<file path="src/rtl/scarv_cop_issue_pkg.sv">
// Shared definitions for the CPU-side coprocessor issue block:
// status codes, response-entry layout and default sizing.
package scarv_cop_issue_pkg;

   localparam logic [2:0] SCARV_COP_STATUS_OK      = 3'd0;
   localparam logic [2:0] SCARV_COP_STATUS_TIMEOUT = 3'd7;

   localparam int DEFAULT_DEPTH   = 4;
   localparam int DEFAULT_TIMEOUT = 255;

   // One completed instruction waiting for the host: rd + wen + wdata + status.
   typedef struct packed {
      logic [4:0]  rd;
      logic        wen;
      logic [31:0] wdata;
      logic [2:0]  status;
   } rsp_entry_t;

   localparam int RSP_W = $bits(rsp_entry_t);   // 5+1+32+3 = 41

endpackage

</file>
<file path="src/rtl/scarv_cop_cpu_issue_if.sv">
// Host/coprocessor signal bundle of the issue block.
// master: the issue block itself; slave: the host pipeline plus coprocessor.
interface scarv_cop_cpu_issue_if;

   // Host request channel
   logic        cpu_req_valid;
   logic        cpu_req_ready;
   logic [31:0] cpu_req_insn;
   logic [31:0] cpu_req_rs1;
   logic [4:0]  cpu_req_rd;

   // Coprocessor instruction channel
   logic        cop_insn_req;
   logic        cop_insn_ack;
   logic [31:0] cop_insn_enc;
   logic [31:0] cop_insn_rs1;

   // Coprocessor response channel
   logic        cop_insn_rsp;
   logic [2:0]  cop_insn_status;
   logic        cop_wen;
   logic [31:0] cop_wdata;

   // Host response channel
   logic        cpu_rsp_valid;
   logic        cpu_rsp_ready;
   logic [4:0]  cpu_rsp_rd;
   logic        cpu_rsp_wen;
   logic [31:0] cpu_rsp_wdata;
   logic [2:0]  cpu_rsp_status;

   modport master (
      input  cpu_req_valid, cpu_req_insn, cpu_req_rs1, cpu_req_rd,
      input  cop_insn_ack,
      input  cop_insn_rsp, cop_insn_status, cop_wen, cop_wdata,
      input  cpu_rsp_ready,
      output cpu_req_ready,
      output cop_insn_req, cop_insn_enc, cop_insn_rs1,
      output cpu_rsp_valid, cpu_rsp_rd, cpu_rsp_wen, cpu_rsp_wdata, cpu_rsp_status
   );

   modport slave (
      output cpu_req_valid, cpu_req_insn, cpu_req_rs1, cpu_req_rd,
      output cop_insn_ack,
      output cop_insn_rsp, cop_insn_status, cop_wen, cop_wdata,
      output cpu_rsp_ready,
      input  cpu_req_ready,
      input  cop_insn_req, cop_insn_enc, cop_insn_rs1,
      input  cpu_rsp_valid, cpu_rsp_rd, cpu_rsp_wen, cpu_rsp_wdata, cpu_rsp_status
   );

endinterface

</file>
<file path="src/rtl/scarv_cop_issue_fifo.sv">
// Small synchronous FIFO used for the GPR tag queue and the response queue.
// DEPTH must be a power of two >= 2; pointers wrap naturally, occupancy is
// tracked in a count one bit wider than the pointers. Push and pop in the
// same cycle both take effect (also when full).
module scarv_cop_issue_fifo #(
   parameter int WIDTH = 8,
   parameter int DEPTH = 4
) (
   input  logic             g_clk,
   input  logic             g_resetn,
   input  logic             push,
   input  logic [WIDTH-1:0] push_data,
   input  logic             pop,
   output logic [WIDTH-1:0] head,
   output logic             empty,
   output logic             full
);

   localparam int PTR_W = $clog2(DEPTH);
   localparam int CNT_W = PTR_W + 1;

   logic [WIDTH-1:0] mem [DEPTH];
   logic [PTR_W-1:0] wr_ptr;
   logic [PTR_W-1:0] rd_ptr;
   logic [CNT_W-1:0] count;
   logic             do_push;
   logic             do_pop;

   assign empty   = (count == '0);
   assign full    = (count == CNT_W'(DEPTH));
   assign do_pop  = pop && !empty;
   assign do_push = push && (!full || do_pop);
   assign head    = mem[rd_ptr];

   // Pointer and occupancy bookkeeping.
   // NOTE: state registers use non-blocking assignments so every flop samples
   // pre-edge values regardless of statement order.
   always_ff @(posedge g_clk or negedge g_resetn) begin
      if (!g_resetn) begin
         wr_ptr <= '0;
         rd_ptr <= '0;
         count  <= '0;
      end else begin
         if (do_push) wr_ptr <= wr_ptr + 1'b1;
         if (do_pop)  rd_ptr <= rd_ptr + 1'b1;
         case ({do_push, do_pop})
            2'b10:   count <= count + 1'b1;
            2'b01:   count <= count - 1'b1;
            default: count <= count;
         endcase
      end
   end

   // Entry storage.
   // NOTE: storage has no reset; validity comes from count, and consumers
   // must ignore head while empty.
   always_ff @(posedge g_clk) begin
      if (do_push) mem[wr_ptr] <= push_data;
   end

endmodule

</file>
<file path="src/rtl/scarv_cop_cpu_issue.sv">
// CPU-side initiator of the coprocessor instruction interface.
// Registers host ISE instructions, issues them over req/ack, records the GPR
// destination of each acked instruction in a tag FIFO, pairs in-order
// coprocessor responses with those tags and queues the results for the host.
// Optional build macro SCARV_COP_ISSUE_TIMEOUT_EN: a wait counter retires the
// oldest in-flight instruction with status TIMEOUT after TIMEOUT cycles and
// discards the matching late response.
module scarv_cop_cpu_issue
   import scarv_cop_issue_pkg::*;
#(
   parameter int DEPTH   = DEFAULT_DEPTH,
   parameter int TIMEOUT = DEFAULT_TIMEOUT
) (
   input  logic                  g_clk,
   input  logic                  g_resetn,
   scarv_cop_cpu_issue_if.master bus,
   output logic                  busy,
   output logic                  err_spurious
);

   localparam int CNT_W = $clog2(DEPTH) + 1;

   // Issue register
   logic        req_q;
   logic [31:0] enc_q;
   logic [31:0] rs1_q;
   logic [4:0]  rd_q;

   logic             req_fire;
   logic             ack_fire;
   logic             rsp_pop;
   logic [CNT_W-1:0] inflight;
   logic [CNT_W:0]   occupancy;

   // Tag / response queues
   logic       tag_empty;
   logic       tag_pop;
   logic [4:0] tag_head;
   logic       rsp_empty;
   logic       rsp_match;
   logic       late_pending;
   logic       timeout_fire;
   rsp_entry_t rsp_in;
   rsp_entry_t rsp_head;
   logic       unused_tag_full;
   logic       unused_rsp_full;

   assign req_fire  = bus.cpu_req_valid && bus.cpu_req_ready;
   assign ack_fire  = req_q && bus.cop_insn_ack;
   assign rsp_pop   = !rsp_empty && bus.cpu_rsp_ready;
   assign rsp_match = bus.cop_insn_rsp && !tag_empty;
   assign tag_pop   = (rsp_match && !late_pending) || timeout_fire;

   // Ready only if the issue slot frees this cycle and one more instruction
   // cannot push acked-but-unconsumed work past DEPTH.
   assign occupancy         = {1'b0, inflight} + {{CNT_W{1'b0}}, req_q};
   assign bus.cpu_req_ready = (!req_q || bus.cop_insn_ack) && (occupancy < (CNT_W+1)'(DEPTH));

   assign bus.cop_insn_req = req_q;
   assign bus.cop_insn_enc = enc_q;
   assign bus.cop_insn_rs1 = rs1_q;

   // Issue register: capture on host accept, hold stable until the coprocessor acks.
   always_ff @(posedge g_clk or negedge g_resetn) begin
      if (!g_resetn) begin
         req_q <= 1'b0;
         enc_q <= '0;
         rs1_q <= '0;
         rd_q  <= '0;
      end else if (req_fire) begin
         req_q <= 1'b1;
         enc_q <= bus.cpu_req_insn;
         rs1_q <= bus.cpu_req_rs1;
         rd_q  <= bus.cpu_req_rd;
      end else if (ack_fire) begin
         req_q <= 1'b0;
      end
   end

   // In-flight count: acked instructions not yet consumed by the host.
   always_ff @(posedge g_clk or negedge g_resetn) begin
      if (!g_resetn) begin
         inflight <= '0;
      end else begin
         case ({ack_fire, rsp_pop})
            2'b10:   inflight <= inflight + 1'b1;
            2'b01:   inflight <= inflight - 1'b1;
            default: inflight <= inflight;
         endcase
      end
   end

   // Sticky flag for a response that had no instruction to pair with.
   always_ff @(posedge g_clk or negedge g_resetn) begin
      if (!g_resetn) begin
         err_spurious <= 1'b0;
      end else if (bus.cop_insn_rsp && tag_empty) begin
         err_spurious <= 1'b1;
      end
   end

   // Response FIFO entry: the real coprocessor result, or a timeout stand-in.
   // NOTE: every always_comb output gets a full default first so no path
   // leaves it unassigned and infers a latch.
   always_comb begin
      rsp_in = '{rd: tag_head, wen: bus.cop_wen, wdata: bus.cop_wdata,
                 status: bus.cop_insn_status};
      if (timeout_fire) begin
         rsp_in.wen    = 1'b0;
         rsp_in.wdata  = '0;
         rsp_in.status = SCARV_COP_STATUS_TIMEOUT;
      end
   end

`ifdef SCARV_COP_ISSUE_TIMEOUT_EN
   localparam int WAIT_W = $clog2(TIMEOUT + 1);
   localparam int LATE_W = 8;

   logic [WAIT_W-1:0] wait_cnt;
   logic [LATE_W-1:0] late_cnt;
   logic              late_dec;

   assign late_pending = (late_cnt != '0);
   assign late_dec     = rsp_match && late_pending;
   // A response arriving in the expiry cycle always takes priority.
   assign timeout_fire = !tag_empty && !bus.cop_insn_rsp &&
                         (wait_cnt >= WAIT_W'(TIMEOUT - 1));

   // Age of the oldest in-flight instruction; restarts whenever the head changes.
   always_ff @(posedge g_clk or negedge g_resetn) begin
      if (!g_resetn) begin
         wait_cnt <= '0;
      end else if (tag_pop || tag_empty) begin
         wait_cnt <= '0;
      end else if (wait_cnt < WAIT_W'(TIMEOUT - 1)) begin
         wait_cnt <= wait_cnt + 1'b1;
      end
   end

   // Responses still owed for instructions already retired by timeout.
   always_ff @(posedge g_clk or negedge g_resetn) begin
      if (!g_resetn) begin
         late_cnt <= '0;
      end else if (timeout_fire) begin
         if (late_cnt != '1) late_cnt <= late_cnt + 1'b1;
      end else if (late_dec) begin
         late_cnt <= late_cnt - 1'b1;
      end
   end
`else
   logic unused_timeout;

   assign late_pending   = 1'b0;
   assign timeout_fire   = 1'b0;
   assign unused_timeout = (TIMEOUT != 0);
`endif

   scarv_cop_issue_fifo #(
      .WIDTH (5),
      .DEPTH (DEPTH)
   ) u_tag_fifo (
      .g_clk     (g_clk),
      .g_resetn  (g_resetn),
      .push      (ack_fire),
      .push_data (rd_q),
      .pop       (tag_pop),
      .head      (tag_head),
      .empty     (tag_empty),
      .full      (unused_tag_full)
   );

   scarv_cop_issue_fifo #(
      .WIDTH (RSP_W),
      .DEPTH (DEPTH)
   ) u_rsp_fifo (
      .g_clk     (g_clk),
      .g_resetn  (g_resetn),
      .push      (tag_pop),
      .push_data (rsp_in),
      .pop       (rsp_pop),
      .head      (rsp_head),
      .empty     (rsp_empty),
      .full      (unused_rsp_full)
   );

   // Head of the response queue, forced to zero while nothing is queued.
   assign bus.cpu_rsp_valid  = !rsp_empty;
   assign bus.cpu_rsp_rd     = rsp_empty ? '0   : rsp_head.rd;
   assign bus.cpu_rsp_wen    = rsp_empty ? 1'b0 : rsp_head.wen;
   assign bus.cpu_rsp_wdata  = rsp_empty ? '0   : rsp_head.wdata;
   assign bus.cpu_rsp_status = rsp_empty ? '0   : rsp_head.status;

   assign busy = req_q || (inflight != '0);

endmodule
</file>
<file path="src/flat_wrapper.sv">
// flat-port wrapper written by rule: the top's interface ports become plain ports
module scarv_cop_cpu_issue_flat import scarv_cop_issue_pkg::*;
#(
   parameter int DEPTH   = DEFAULT_DEPTH,
   parameter int TIMEOUT = DEFAULT_TIMEOUT
)
  (g_clk, g_resetn, busy, err_spurious, bus_cpu_req_valid, bus_cpu_req_insn, bus_cpu_req_rs1, bus_cpu_req_rd, bus_cop_insn_ack, bus_cop_insn_rsp, bus_cop_insn_status, bus_cop_wen, bus_cop_wdata, bus_cpu_rsp_ready, bus_cpu_req_ready, bus_cop_insn_req, bus_cop_insn_enc, bus_cop_insn_rs1, bus_cpu_rsp_valid, bus_cpu_rsp_rd, bus_cpu_rsp_wen, bus_cpu_rsp_wdata, bus_cpu_rsp_status);
  scarv_cop_cpu_issue_if bus_i ();
  input  logic g_clk;
  input  logic g_resetn;
  output logic busy;
  output logic err_spurious;
  input wire logic [$bits(bus_i.cpu_req_valid)-1:0] bus_cpu_req_valid;
  input wire logic [$bits(bus_i.cpu_req_insn)-1:0] bus_cpu_req_insn;
  input wire logic [$bits(bus_i.cpu_req_rs1)-1:0] bus_cpu_req_rs1;
  input wire logic [$bits(bus_i.cpu_req_rd)-1:0] bus_cpu_req_rd;
  input wire logic [$bits(bus_i.cop_insn_ack)-1:0] bus_cop_insn_ack;
  input wire logic [$bits(bus_i.cop_insn_rsp)-1:0] bus_cop_insn_rsp;
  input wire logic [$bits(bus_i.cop_insn_status)-1:0] bus_cop_insn_status;
  input wire logic [$bits(bus_i.cop_wen)-1:0] bus_cop_wen;
  input wire logic [$bits(bus_i.cop_wdata)-1:0] bus_cop_wdata;
  input wire logic [$bits(bus_i.cpu_rsp_ready)-1:0] bus_cpu_rsp_ready;
  output wire logic [$bits(bus_i.cpu_req_ready)-1:0] bus_cpu_req_ready;
  output wire logic [$bits(bus_i.cop_insn_req)-1:0] bus_cop_insn_req;
  output wire logic [$bits(bus_i.cop_insn_enc)-1:0] bus_cop_insn_enc;
  output wire logic [$bits(bus_i.cop_insn_rs1)-1:0] bus_cop_insn_rs1;
  output wire logic [$bits(bus_i.cpu_rsp_valid)-1:0] bus_cpu_rsp_valid;
  output wire logic [$bits(bus_i.cpu_rsp_rd)-1:0] bus_cpu_rsp_rd;
  output wire logic [$bits(bus_i.cpu_rsp_wen)-1:0] bus_cpu_rsp_wen;
  output wire logic [$bits(bus_i.cpu_rsp_wdata)-1:0] bus_cpu_rsp_wdata;
  output wire logic [$bits(bus_i.cpu_rsp_status)-1:0] bus_cpu_rsp_status;
  assign bus_i.cpu_req_valid = bus_cpu_req_valid;
  assign bus_i.cpu_req_insn = bus_cpu_req_insn;
  assign bus_i.cpu_req_rs1 = bus_cpu_req_rs1;
  assign bus_i.cpu_req_rd = bus_cpu_req_rd;
  assign bus_i.cop_insn_ack = bus_cop_insn_ack;
  assign bus_i.cop_insn_rsp = bus_cop_insn_rsp;
  assign bus_i.cop_insn_status = bus_cop_insn_status;
  assign bus_i.cop_wen = bus_cop_wen;
  assign bus_i.cop_wdata = bus_cop_wdata;
  assign bus_i.cpu_rsp_ready = bus_cpu_rsp_ready;
  assign bus_cpu_req_ready = bus_i.cpu_req_ready;
  assign bus_cop_insn_req = bus_i.cop_insn_req;
  assign bus_cop_insn_enc = bus_i.cop_insn_enc;
  assign bus_cop_insn_rs1 = bus_i.cop_insn_rs1;
  assign bus_cpu_rsp_valid = bus_i.cpu_rsp_valid;
  assign bus_cpu_rsp_rd = bus_i.cpu_rsp_rd;
  assign bus_cpu_rsp_wen = bus_i.cpu_rsp_wen;
  assign bus_cpu_rsp_wdata = bus_i.cpu_rsp_wdata;
  assign bus_cpu_rsp_status = bus_i.cpu_rsp_status;
  scarv_cop_cpu_issue #(.DEPTH(DEPTH), .TIMEOUT(TIMEOUT)) u_core (.g_clk(g_clk), .g_resetn(g_resetn), .bus(bus_i), .busy(busy), .err_spurious(err_spurious));
endmodule
</file>
<file path="config.mk">
export PLATFORM = sky130hd
export DESIGN_NAME = scarv_cop_cpu_issue_flat
export DESIGN_NICKNAME = d
export VERILOG_FILES = /design/src/rtl/scarv_cop_issue_pkg.sv /design/src/rtl/scarv_cop_cpu_issue_if.sv /design/src/rtl/scarv_cop_issue_fifo.sv /design/src/rtl/scarv_cop_cpu_issue.sv /design/src/flat_wrapper.sv
export SDC_FILE = /design/constraint.sdc
export NUM_CORES = 1
export LEC_CHECK = 0
export ABC_AREA = 1
export BUFFER_PORTS_ARGS = -buffer_cell sky130_fd_sc_hd__clkbuf_2
export CAP_MARGIN = 10
export CELL_PAD_IN_SITES_DETAIL_PLACEMENT = 0
export CELL_PAD_IN_SITES_GLOBAL_PLACEMENT = 2
export CORE_ASPECT_RATIO = 1.2
export CORE_MARGIN = 2
export CORE_UTILIZATION = 30
export DETAILED_ROUTE_END_ITERATION = 10
export GPL_ROUTABILITY_DRIVEN = 0
export HOLD_SLACK_MARGIN = 0.12
export PLACE_DENSITY_LB_ADDON = 0.1
export SLEW_MARGIN = 20
export SYNTH_ARGS = -nofsm -noshare
export SYNTH_HDL_FRONTEND = slang
export SYNTH_SLANG_ARGS = --single-unit
</file>
<file path="constraint.sdc">
create_clock -name g_clk -period 4.2 [get_ports g_clk]
set_clock_uncertainty 0.05 [all_clocks]
set_input_delay 0.84 -clock g_clk [delete_from_list [all_inputs] [get_ports g_clk]]
set_output_delay 0.84 -clock g_clk [all_outputs]
set_load 0.01 [all_outputs]
</file>
==> out/metrics.csv, run 1 <==
stage,metric,value,unit
detailed_routing,drt_pass1_iterations,6,
synthesis,synth-seq-area-share,0.712,
synthesis,synth_cell_types,23,
synthesis,yosysWarnings,0,
power,ir_worst_vdd,487,uV
detailed_routing,top_layer,met4,
detailed_routing,met3WireLength,2290,um
detailed_routing,drc_errors,0,
synthesis,yosys_register_bits,272,
cells_and_area,final_cell_mix,"clkbuf_2, nor2_1, edfxtp_1",
cts,cts_buffers,30,
worst_setup_path,startpoint_type,register,
detailed_routing,ant_nets,0,
cells_and_area,utilization,0.377,
cts,post_cts_resized,0,
floorplan,initial_core_util,0.303,
floorplan,io_pins,221,
floorplan,die_y,212,um
detailed_routing,wl_met1,11700,um
synthesis,syn_inst,966,
sta,fin_crit_sh,0.821,
run,max_cap_viol_count,0,
cts,clkTransAtPathRegs,0.06,ns
cts,cts_root_buf,clkbuf_16,
worst_setup_path,ff2ff_path_depth,7,
sta,setup_viol,0,
cells_and_area,areaGrowthSynthToFinish,24.3,%
detailed_routing,post_drt_wl_per_cell,16.3,um
synthesis,netlist_area,10900,um2
detailed_routing,vias,7414,
worst_setup_path,cp-end-kind,output pin,
worst_setup_path,critical_path_required,3.31,ns
synthesis,avgSynthCellArea,11.2,um2
floorplan,die_w,178,um
cts,cts_setup_buffers,0,
cts,htreeDepth,1,
hold_path,hold_class,input pin to asynchronous set/reset pin,
sta,fin_crit,3.45,ns
global_routing,grt_antenna_before_repair,1,
worst_setup_path,rr_endpoint,u_core.u_rsp_fifo.mem[1][20]$_DFFE_PP_,
cells_and_area,final_common_cell,clkbuf_2,
worst_setup_path,critPathKind,register to output pin,
worst_setup_path,r2r_slack,1.81,ns
placement,hpwl,16200,um
cells_and_area,drive_gt1_frac,0.241,
cts,cts_buffer_depth,3,
cts,holdBufCountCts,0,
cts,clock_latency,0.55,ns
synthesis,syn_nets,1089,
detailed_routing,wirelength,27300,um
power,total_leakage_power,5.74,nW
sta,rsz0062_at_grt,false,
global_routing,grt_pass1_vias,7496,
cts,cts_tree,yes,
worst_setup_path,cp.arrival,2.56,ns
floorplan,die_area,37700,um2
detailed_routing,viasPerCell,4.44,
sta,drv_slew,0,
sta,clock.fmax,290,MHz
sta,maxSlewHeadroom,0.481,
detailed_routing,routed-wl-met2,12800,um
global_routing,grt_pass1_wl,43000,um
worst_setup_path,path_max_fanout,57,
sta,setup_tns,0,ns
floorplan,coreArea,35800,um2
cts,cts.sinks,272,
outcome,status,finished clean,
worst_setup_path,r2r-start,u_core.u_tag_fifo.count[0]$_DFFE_PN0P_,
placement,port_buffers,220,
sta,hold_violations,0,
global_routing,grt_max_degree,83,
global_routing,grt.total_usage,0.146,
detailed_routing,drt-initial-drc-count,364,
global_routing,gr-total-overflow,0,
sta,tightestPinTransition,0.778,ns
cells_and_area,nNetsFinal,1301,
floorplan,row_count,76,
power,power.density,779,nW/um2
==> final cells by class <==
cell class / instances / area [um2]
Tap cell: 468 / 586
Sequential cell: 272 / 7730
Clock inverter: 13 / 136
Timing Repair Buffer: 235 / 1250
Multi-Input combinational cell: 607 / 2800
Fill cell: 3629 / 22300
Antenna cell: 1 / 2.50
Inverter: 32 / 120
Clock buffer: 42 / 847
==> state kept, by name (all words and copies together) (netlist names) <==
register / cells
u_core.bus.cop_insn_rs1: 32
u_core.u_tag_fifo.wr_ptr: 2
u_core.err_spurious: 1
u_core.u_tag_fifo.rd_ptr: 2
u_core.bus.cop_insn_req: 1
u_core.u_rsp_fifo.count: 3
u_core.u_rsp_fifo.rd_ptr: 2
u_core.bus.cop_insn_enc: 32
u_core.u_tag_fifo.mem: 20
u_core.u_rsp_fifo.mem: 164
u_core.u_rsp_fifo.wr_ptr: 2
u_core.u_tag_fifo.count: 3
u_core.inflight: 3
u_core.rd_q: 5
==> cell usage after synthesis (all sizes together) <==
master    n  area share
dfrtp    88        0.20
nor2    194       0.067
or4       1     0.00069
nand4     2      0.0012
buf      28       0.013
a31oi     1      0.0020
clkbuf   27      0.0093
a21oi    44       0.020
xor2      6      0.0048
ha        9       0.010
xnor2     1     0.00081
mux2      1      0.0010
nand2   166       0.057
nand3    77       0.036
o22ai     5      0.0029
inv      32       0.011
o21ai    96       0.044
edfxtp  184        0.51
fa        3      0.0055
a31o      1     0.00081
==> worst max-delay path by stage <==
stage / from / to
floorplan: bus_cop_insn_rsp / u_core.u_rsp_fifo.mem[0][0]$_DFFE_PP_
global placement: u_core.u_rsp_fifo.rd_ptr[0]$_DFFE_PN0N_ / bus_cpu_rsp_wdata[1]
detailed placement: u_core.u_rsp_fifo.rd_ptr[0]$_DFFE_PN0N_ / bus_cpu_rsp_wdata[1]
CTS: u_core.u_rsp_fifo.rd_ptr[0]$_DFFE_PN0N_ / bus_cpu_rsp_wdata[1]
global route: u_core.u_rsp_fifo.rd_ptr[0]$_DFFE_PN0N_ / bus_cpu_rsp_status[1]
finish: u_core.u_rsp_fifo.rd_ptr[0]$_DFFE_PN0N_ / bus_cpu_rsp_status[1]
==> stage by stage <==
stage                     instance area [um2]  power [W]  worst slack (ns)  hold WS, ns  std cells
after CTS                               13500     0.0108             0.611        0.304       1669
after global placement                  12500    0.00805              1.24        0.403       1614
after global routing                    13500     0.0114             0.459        0.326       1669
final                                   13500     0.0105             0.751        0.287       1670
after detailed placement                12500    0.00807              1.22        0.408       1614
after floorplan                         10900    0.00644             0.776        0.412        966
==> power breakdown <==
part	internal, W	switching (W)
clock	0.00158	0.00104
combinational	0.00128	0.00242
sequential	0.00374	0.000437
total	0.00660	0.00390
==> routing by layer <==
| layer | global-route usage | up-vias |
|---|---|---|
| met5 | 0 | - |
| met4 | 0.0384 | 0 |
| met3 | 0.0485 | 31 |
| met2 | 0.238 | 211 |
| met1 | 0.186 | 3470 |
| li1 | - | 3702 |
==> critical path: stages (launching register included) <==
cell and delay [ns]:
dfrtp_4 0.88, buf_4 0.45, nor2_1 0.09, nor2_1 0.08, o21ai_0 0.08, a21oi_1 0.24
clkbuf_2 0.17
==> kinds of logic (layout without fill, tap and decap cells) <==
family / count (synthesis) / in the layout / share of synthesized area
flops: 272 / 272 / 0.712
other cells: 0 / 1 / 0
xor+xnor: 7 / 7 / 0.00565
buf+inv: 87 / 322 / 0.0331
compound gates: 147 / 147 / 0.0702
fa+ha+maj: 12 / 12 / 0.0159
mux: 1 / 1 / 0.00104
simple gates: 440 / 440 / 0.162
No activity file was read; power rests on OpenSTA's default activity.
==> run 2, diff against run 1 <==
Settings changed: ABC_AREA 1 to 0.
Clock period 4.2 ns to 3.45 ns, I/O delays scaled along.
==> out/metrics.csv, run 2 <==
stage,metric,value,unit
synthesis,yosys-top-cells-area,"edfxtp_1, dfrtp_1, mux4_2",
detailed_routing,drc_errors,0,
floorplan,row_count,75,
sta,setup_viol,0,
cts,cts_buffer_depth,3,
cells_and_area,final_cell_mix,"clkbuf_2, edfxtp_1, dfrtp_1",
synthesis,synthFlopType,edfxtp_1,
floorplan,io_pins,221,
global_routing,grt_antenna_before_repair,3,
worst_setup_path,critPathKind,register to output pin,
power,power.share.switching,0.309,
sta,maxSlewHeadroom,0.472,
cts,cts_tree,yes,
cells_and_area,nNetsFinal,916,
worst_setup_path,cp.arrival,2.37,ns
hold_path,hold_class,input pin to asynchronous set/reset pin,
cts,clkTransAtPathRegs,0.06,ns
cts,post_cts_resized,0,
synthesis,syn_inst,562,
global_routing,grt_pass1_vias,6384,
sta,rsz0062_at_grt,false,
global_routing,gr-total-overflow,0,
floorplan,initial_core_util,0.306,
synthesis,yosys_register_bits,272,
detailed_routing,drt-initial-drc-count,273,
synthesis,netlist_area,10700,um2
detailed_routing,viasPerCell,4.50,
synthesis,synth.most_common_cell,edfxtp_1,
cts,clock_latency,0.56,ns
worst_setup_path,r2r_slack,0.90,ns
cts,cts.sinks,272,
power,internal_power,0.00861,W
synthesis,synth_top_area_frac,0.514,
worst_setup_path,ff2ff_path_depth,6,
cts,cts_buffers,30,
cells_and_area,areaGrowthSynthToFinish,25.2,%
synthesis,synth-seq-area-share,0.719,
placement,port_buffers,220,
sta,drv_slew,0,
sta,fin_crit_sh,0.900,
worst_setup_path,rr_endpoint,u_core.u_rsp_fifo.count[2]$_DFFE_PN0P_,
placement,dpl-instance-area,12400,um2
sta,hold_violations,0,
power,total_leakage_power,5.23,nW
cts,cts_root_buf,clkbuf_16,
sta,clock.fmax,322,MHz
worst_setup_path,cp-end-kind,output pin,
sta,holdWs,0.173,ns
cells_and_area,drive_gt1_frac,0.412,
sta,fin_crit,3.11,ns
cells_and_area,final_common_cell,clkbuf_2,
floorplan,coreArea,35100,um2
worst_setup_path,critical_path_required,2.71,ns
cts,htreeDepth,1,
detailed_routing,wirelength,22300,um
power,ir_worst_vdd,525,uV
cells_and_area,regMostFlops,u_core.u_rsp_fifo.mem,
cells_and_area,utilization,0.383,
synthesis,synth-async-reset-ratio,0.324,
cts,holdBufCountCts,0,
detailed_routing,drt_pass1_iterations,4,
cts,cts_setup_buffers,0,
floorplan,die_y,211,um
global_routing,grt_max_degree,70,
sta,setup_tns,0,ns
worst_setup_path,path_max_fanout,21,
sta,tightestPinTransition,0.792,ns
sta,fin_ws,0.344,ns
placement,hpwl,14100,um
power,power.density,926,nW/um2
synthesis,synth_cell_types,38,
floorplan,die_area,37300,um2
detailed_routing,post_drt_wl_per_cell,17.4,um
detailed_routing,ant_nets,0,
power,pwr-share-seq,0.413,
worst_setup_path,startpoint_type,register,
global_routing,grt.total_usage,0.122,
power,p_sw,0.00385,W
synthesis,synth-edff-count,184,
cells_and_area,largest_reg_flops,164,
power,p_comb_frac,0.318,
power,clkPwrFrac,0.269,
synthesis,yosysWarnings,0,
synthesis,yosysTopAreaCell,edfxtp_1,
global_routing,grt_pass1_wl,35600,um
worst_setup_path,r2r-start,u_core.u_tag_fifo.count[1]$_DFFE_PN0P_,
synthesis,avgSynthCellArea,19.1,um2
run,max_cap_viol_count,0,
cells_and_area,diodes,0,
detailed_routing,vias,5756,
floorplan,die_w,177,um
synthesis,synth_common_cells,"edfxtp_1, dfrtp_1, mux2_1",
placement,dp_slack,0.772,ns
cells_and_area,finish.instance_area,13500,um2
synthesis,syn_nets,685,
outcome,status,finished clean,
-- run 2: changes by cell type in the layout (fill, tap and decap cells not counted), sizes merged, moves of 35 or more --
cell	change
nor2	-190
nand2	-154
o21ai	-90
a21oi	-35
and2	+51
mux2	+69
mux4	+46
nand3	-77
-- run 2: worst max-delay path: stages (launching register included) --
cell      delay, ns
dfrtp_4        0.72
buf_4          0.29
mux4_2         0.50
and2_1         0.17
clkbuf_2       0.12
-- run 2: power by group through the flow --
| stage | combinational [W] | sequential (W) | clock [W] |
|---|---|---|---|
| after global routing | 0.00439 | 0.00530 | 0.00361 |
| after detailed placement | 0.00409 | 0.00522 | 0 |
| after global placement | 0.00404 | 0.00517 | 0 |
| after CTS | 0.00410 | 0.00518 | 0.00349 |
| after floorplan | 0.00254 | 0.00513 | 0 |
| final | 0.00396 | 0.00515 | 0.00335 |
-- run 2: kinds of logic (layout without fill, tap and decap cells) --
family	Yosys count	in the layout	share of synthesized area
adders and majority gates	12	12	0.0161
DFF	272	272	0.719
muxes	116	116	0.170
xor gates and xnor gates	12	12	0.00978
buffers and inverters	42	297	0.0233
AOI/OAI and AO/OA	29	29	0.0190
and+or+nand+nor	79	79	0.0427
-- run 2: routing by layer --
layer,up-vias,track usage,share of wire
met2,192,0.210,0.49
li1,2617,-,-
met5,-,0,0.0017
met3,44,0.0381,0.081
met4,6,0.0362,0.021
met1,2897,0.146,0.40
-- run 2: worst max path at each step --
stage	startpoint	end	slack [ns]	cells past startpoint
after floorplan	bus_cpu_rsp_ready	u_core.u_rsp_fifo.mem[0][0]$_DFFE_PP_	0.67	4
after global placement	bus_cpu_rsp_ready	u_core.u_rsp_fifo.count[2]$_DFFE_PN0P_	0.78	7
after detailed placement	bus_cpu_rsp_ready	u_core.u_rsp_fifo.count[2]$_DFFE_PN0P_	0.77	7
after CTS	u_core.u_rsp_fifo.rd_ptr[0]$_DFFE_PN0N_	bus_cpu_rsp_wdata[20]	0.24	4
after global routing	u_core.u_rsp_fifo.rd_ptr[0]$_DFFE_PN0N_	bus_cpu_rsp_wdata[10]	0.16	4
final	u_core.u_rsp_fifo.rd_ptr[0]$_DFFE_PN0N_	bus_cpu_rsp_wdata[13]	0.34	4
-- run 2: through the flow --
step / total power, W / cells
finish: 0.0125 / 1279
detailed placement: 0.00931 / 1223
CTS: 0.0128 / 1279
global route: 0.0133 / 1279
floorplan: 0.00768 / 562
global placement: 0.00921 / 1223
-- run 2: final cells by class --
class                      count  area, um2
fill                        3337      21600
multi-input combinational    248       2770
timing repair buffer         232       1280
inverter                       9       33.8
clock inverter                15        214
clock buffer                  41        842
sequential                   272       7730
tap                          462        578
==> run 3, diff against run 2 <==
Settings changed: RECOVER_POWER from default to 50.
==> out/metrics.csv, run 3 (synthesis results as in run 2) <==
stage,metric,value,unit
placement,port_buffers,220,
cells_and_area,areaGrowthSynthToFinish,24.1,%
worst_setup_path,critPathKind,register to output pin,
cells_and_area,nNetsFinal,916,
cells_and_area,diodes,0,
cts,cts_buffer_depth,3,
sta,fin_crit_sh,0.900,
sta,tightestPinTransition,1.55,ns
floorplan,die_w,177,um
detailed_routing,drt-initial-drc-count,260,
global_routing,gr-total-overflow,0,
worst_setup_path,worstSetupEndpoint,bus_cpu_rsp_wdata[13],
global_routing,grt.total_usage,0.122,
detailed_routing,post_drt_wl_per_cell,17.5,um
cts,cts_setup_buffers,0,
global_routing,grt_max_degree,70,
cts,cts.sinks,272,
sta,setup_tns,0,ns
worst_setup_path,rr_endpoint,u_core.u_rsp_fifo.count[2]$_DFFE_PN0P_,
power,p_comb_frac,0.314,
power,total_leakage_power,4.99,nW
detailed_routing,drt_pass1_iterations,4,
placement,dp_slack,0.772,ns
power,internal_power,0.00853,W
power,clkPwrFrac,0.271,
power,power.share.switching,0.310,
cells_and_area,largest_reg_flops,164,
sta,fin_crit,3.11,ns
cts,post_cts_resized,0,
cells_and_area,utilization,0.380,
floorplan,io_pins,221,
worst_setup_path,startpoint_type,register,
hold_path,hold_class,input pin to register,
cts,clock_latency,0.56,ns
sta,drv_slew,63,
detailed_routing,viasPerCell,4.51,
run,max_cap_viol_count,1,
worst_setup_path,cp.arrival,2.37,ns
floorplan,initial_core_util,0.306,
cts,cts_root_buf,clkbuf_16,
power,pwr-share-seq,0.415,
floorplan,die_area,37300,um2
sta,clock.fmax,322,MHz
sta,fin_ws,0.345,ns
worst_setup_path,ff2ff_path_depth,6,
worst_setup_path,r2r_slack,0.40,ns
cells_and_area,seq_area,7730,um2
cts,cts_tree,yes,
cells_and_area,drive_gt1_frac,0.311,
placement,hpwl,14100,um
detailed_routing,vias,5770,
cts,htreeDepth,1,
detailed_routing,drc_errors,0,
worst_setup_path,critical_path_required,2.71,ns
worst_setup_path,cp-end-kind,output pin,
outcome,failed_checks,"capacitance limit, slew limit",
cells_and_area,final_common_cell,edfxtp_1,
worst_setup_path,cp-startpoint,u_core.u_rsp_fifo.rd_ptr[0]$_DFFE_PN0N_,
floorplan,coreArea,35100,um2
worst_setup_path,path_max_fanout,21,
cells_and_area,final.fill_count,3376,
power,ir_worst_vdd,525,uV
cts,cts_buffers,30,
cells_and_area,regMostFlops,u_core.u_rsp_fifo.mem,
global_routing,grt_pass1_wl,35600,um
global_routing,grt_antenna_before_repair,3,
outcome,status,finished with violations,
sta,hold_violations,0,
floorplan,die_y,211,um
worst_setup_path,r2r-start,u_core.u_tag_fifo.count[1]$_DFFE_PN0P_,
power,power.density,928,nW/um2
sta,rsz0062_at_grt,false,
floorplan,row_count,75,
cts,holdBufCountCts,0,
sta,maxSlewHeadroom,-0.0360,
detailed_routing,ant_nets,0,
sta,setup_viol,0,
cts,clkTransAtPathRegs,0.06,ns
cells_and_area,multi_input_area,2760,um2
cells_and_area,final_cell_mix,"edfxtp_1, clkbuf_2, clkbuf_1",
global_routing,grt_pass1_vias,6384,
power,p_sw,0.00384,W
detailed_routing,wirelength,22300,um
==> run 3: worst min path at each step <==
stage	endpoint	slack, ns	start	depth (start not counted)
finish	u_core.bus.cop_insn_rs1[21]$_DFFE_PN0P_	0.30	bus_cpu_req_rs1[21]	2
detailed placement	u_core.err_spurious$_DFFE_PN0P_	0.40	u_core.err_spurious$_DFFE_PN0P_	1
floorplan	u_core.bus.cop_insn_enc[0]$_DFFE_PN0P_	0.34	g_resetn	0
CTS	u_core.u_rsp_fifo.count[2]$_DFFE_PN0P_	0.18	g_resetn	1
global route	u_core.bus.cop_insn_rs1[21]$_DFFE_PN0P_	0.26	bus_cpu_req_rs1[21]	2
global placement	u_core.err_spurious$_DFFE_PN0P_	0.41	u_core.err_spurious$_DFFE_PN0P_	1
==> run 3: final cells by class <==
class / instances / area share
clock inverters: 15 / 0.0161
inverters: 9 / 0.00253
flip-flops and latches: 272 / 0.580
well taps: 462 / 0.0434
repair buffers: 232 / 0.0880
clock buffers: 41 / 0.0632
multi-input cells: 248 / 0.207
==> run 3: power by group through the flow <==
stage / registers [W] / logic, W / clock network [W]
floorplan: 0.00513 / 0.00254 / 0
global placement: 0.00517 / 0.00404 / 0
detailed placement: 0.00522 / 0.00409 / 0
CTS: 0.00518 / 0.00410 / 0.00349
global route: 0.00528 / 0.00430 / 0.00361
finish: 0.00513 / 0.00389 / 0.00335
==> run 3: critical path, cell delays in order (launching register included) <==
cell	delay [ns]
dfrtp_4	0.72
buf_4	0.29
mux4_2	0.50
and2_1	0.17
clkbuf_2	0.12
==> run 3: through the flow <==
step / std cells / hold slack [ns] / total power (W) / instance area, um2
floorplan: 562 / 0.344 / 0.00768 / 10700
global placement: 1223 / 0.408 / 0.00921 / 12400
detailed placement: 1223 / 0.400 / 0.00931 / 12400
CTS: 1279 / 0.177 / 0.0128 / 13500
global route: 1279 / 0.265 / 0.0132 / 13300
finish: 1279 / 0.295 / 0.0124 / 13300
==> run 3: layer usage <==
metal  global-route usage  vias to the layer above  part of all wire  wire length (um)
li1                     -                     2616                 -                 -
met1                0.146                     2903              0.40              8970
met2                0.210                      201              0.49             11000
met3               0.0381                       44             0.081              1810
met4               0.0362                        6             0.022               481
met5                    0                        -            0.0016                35
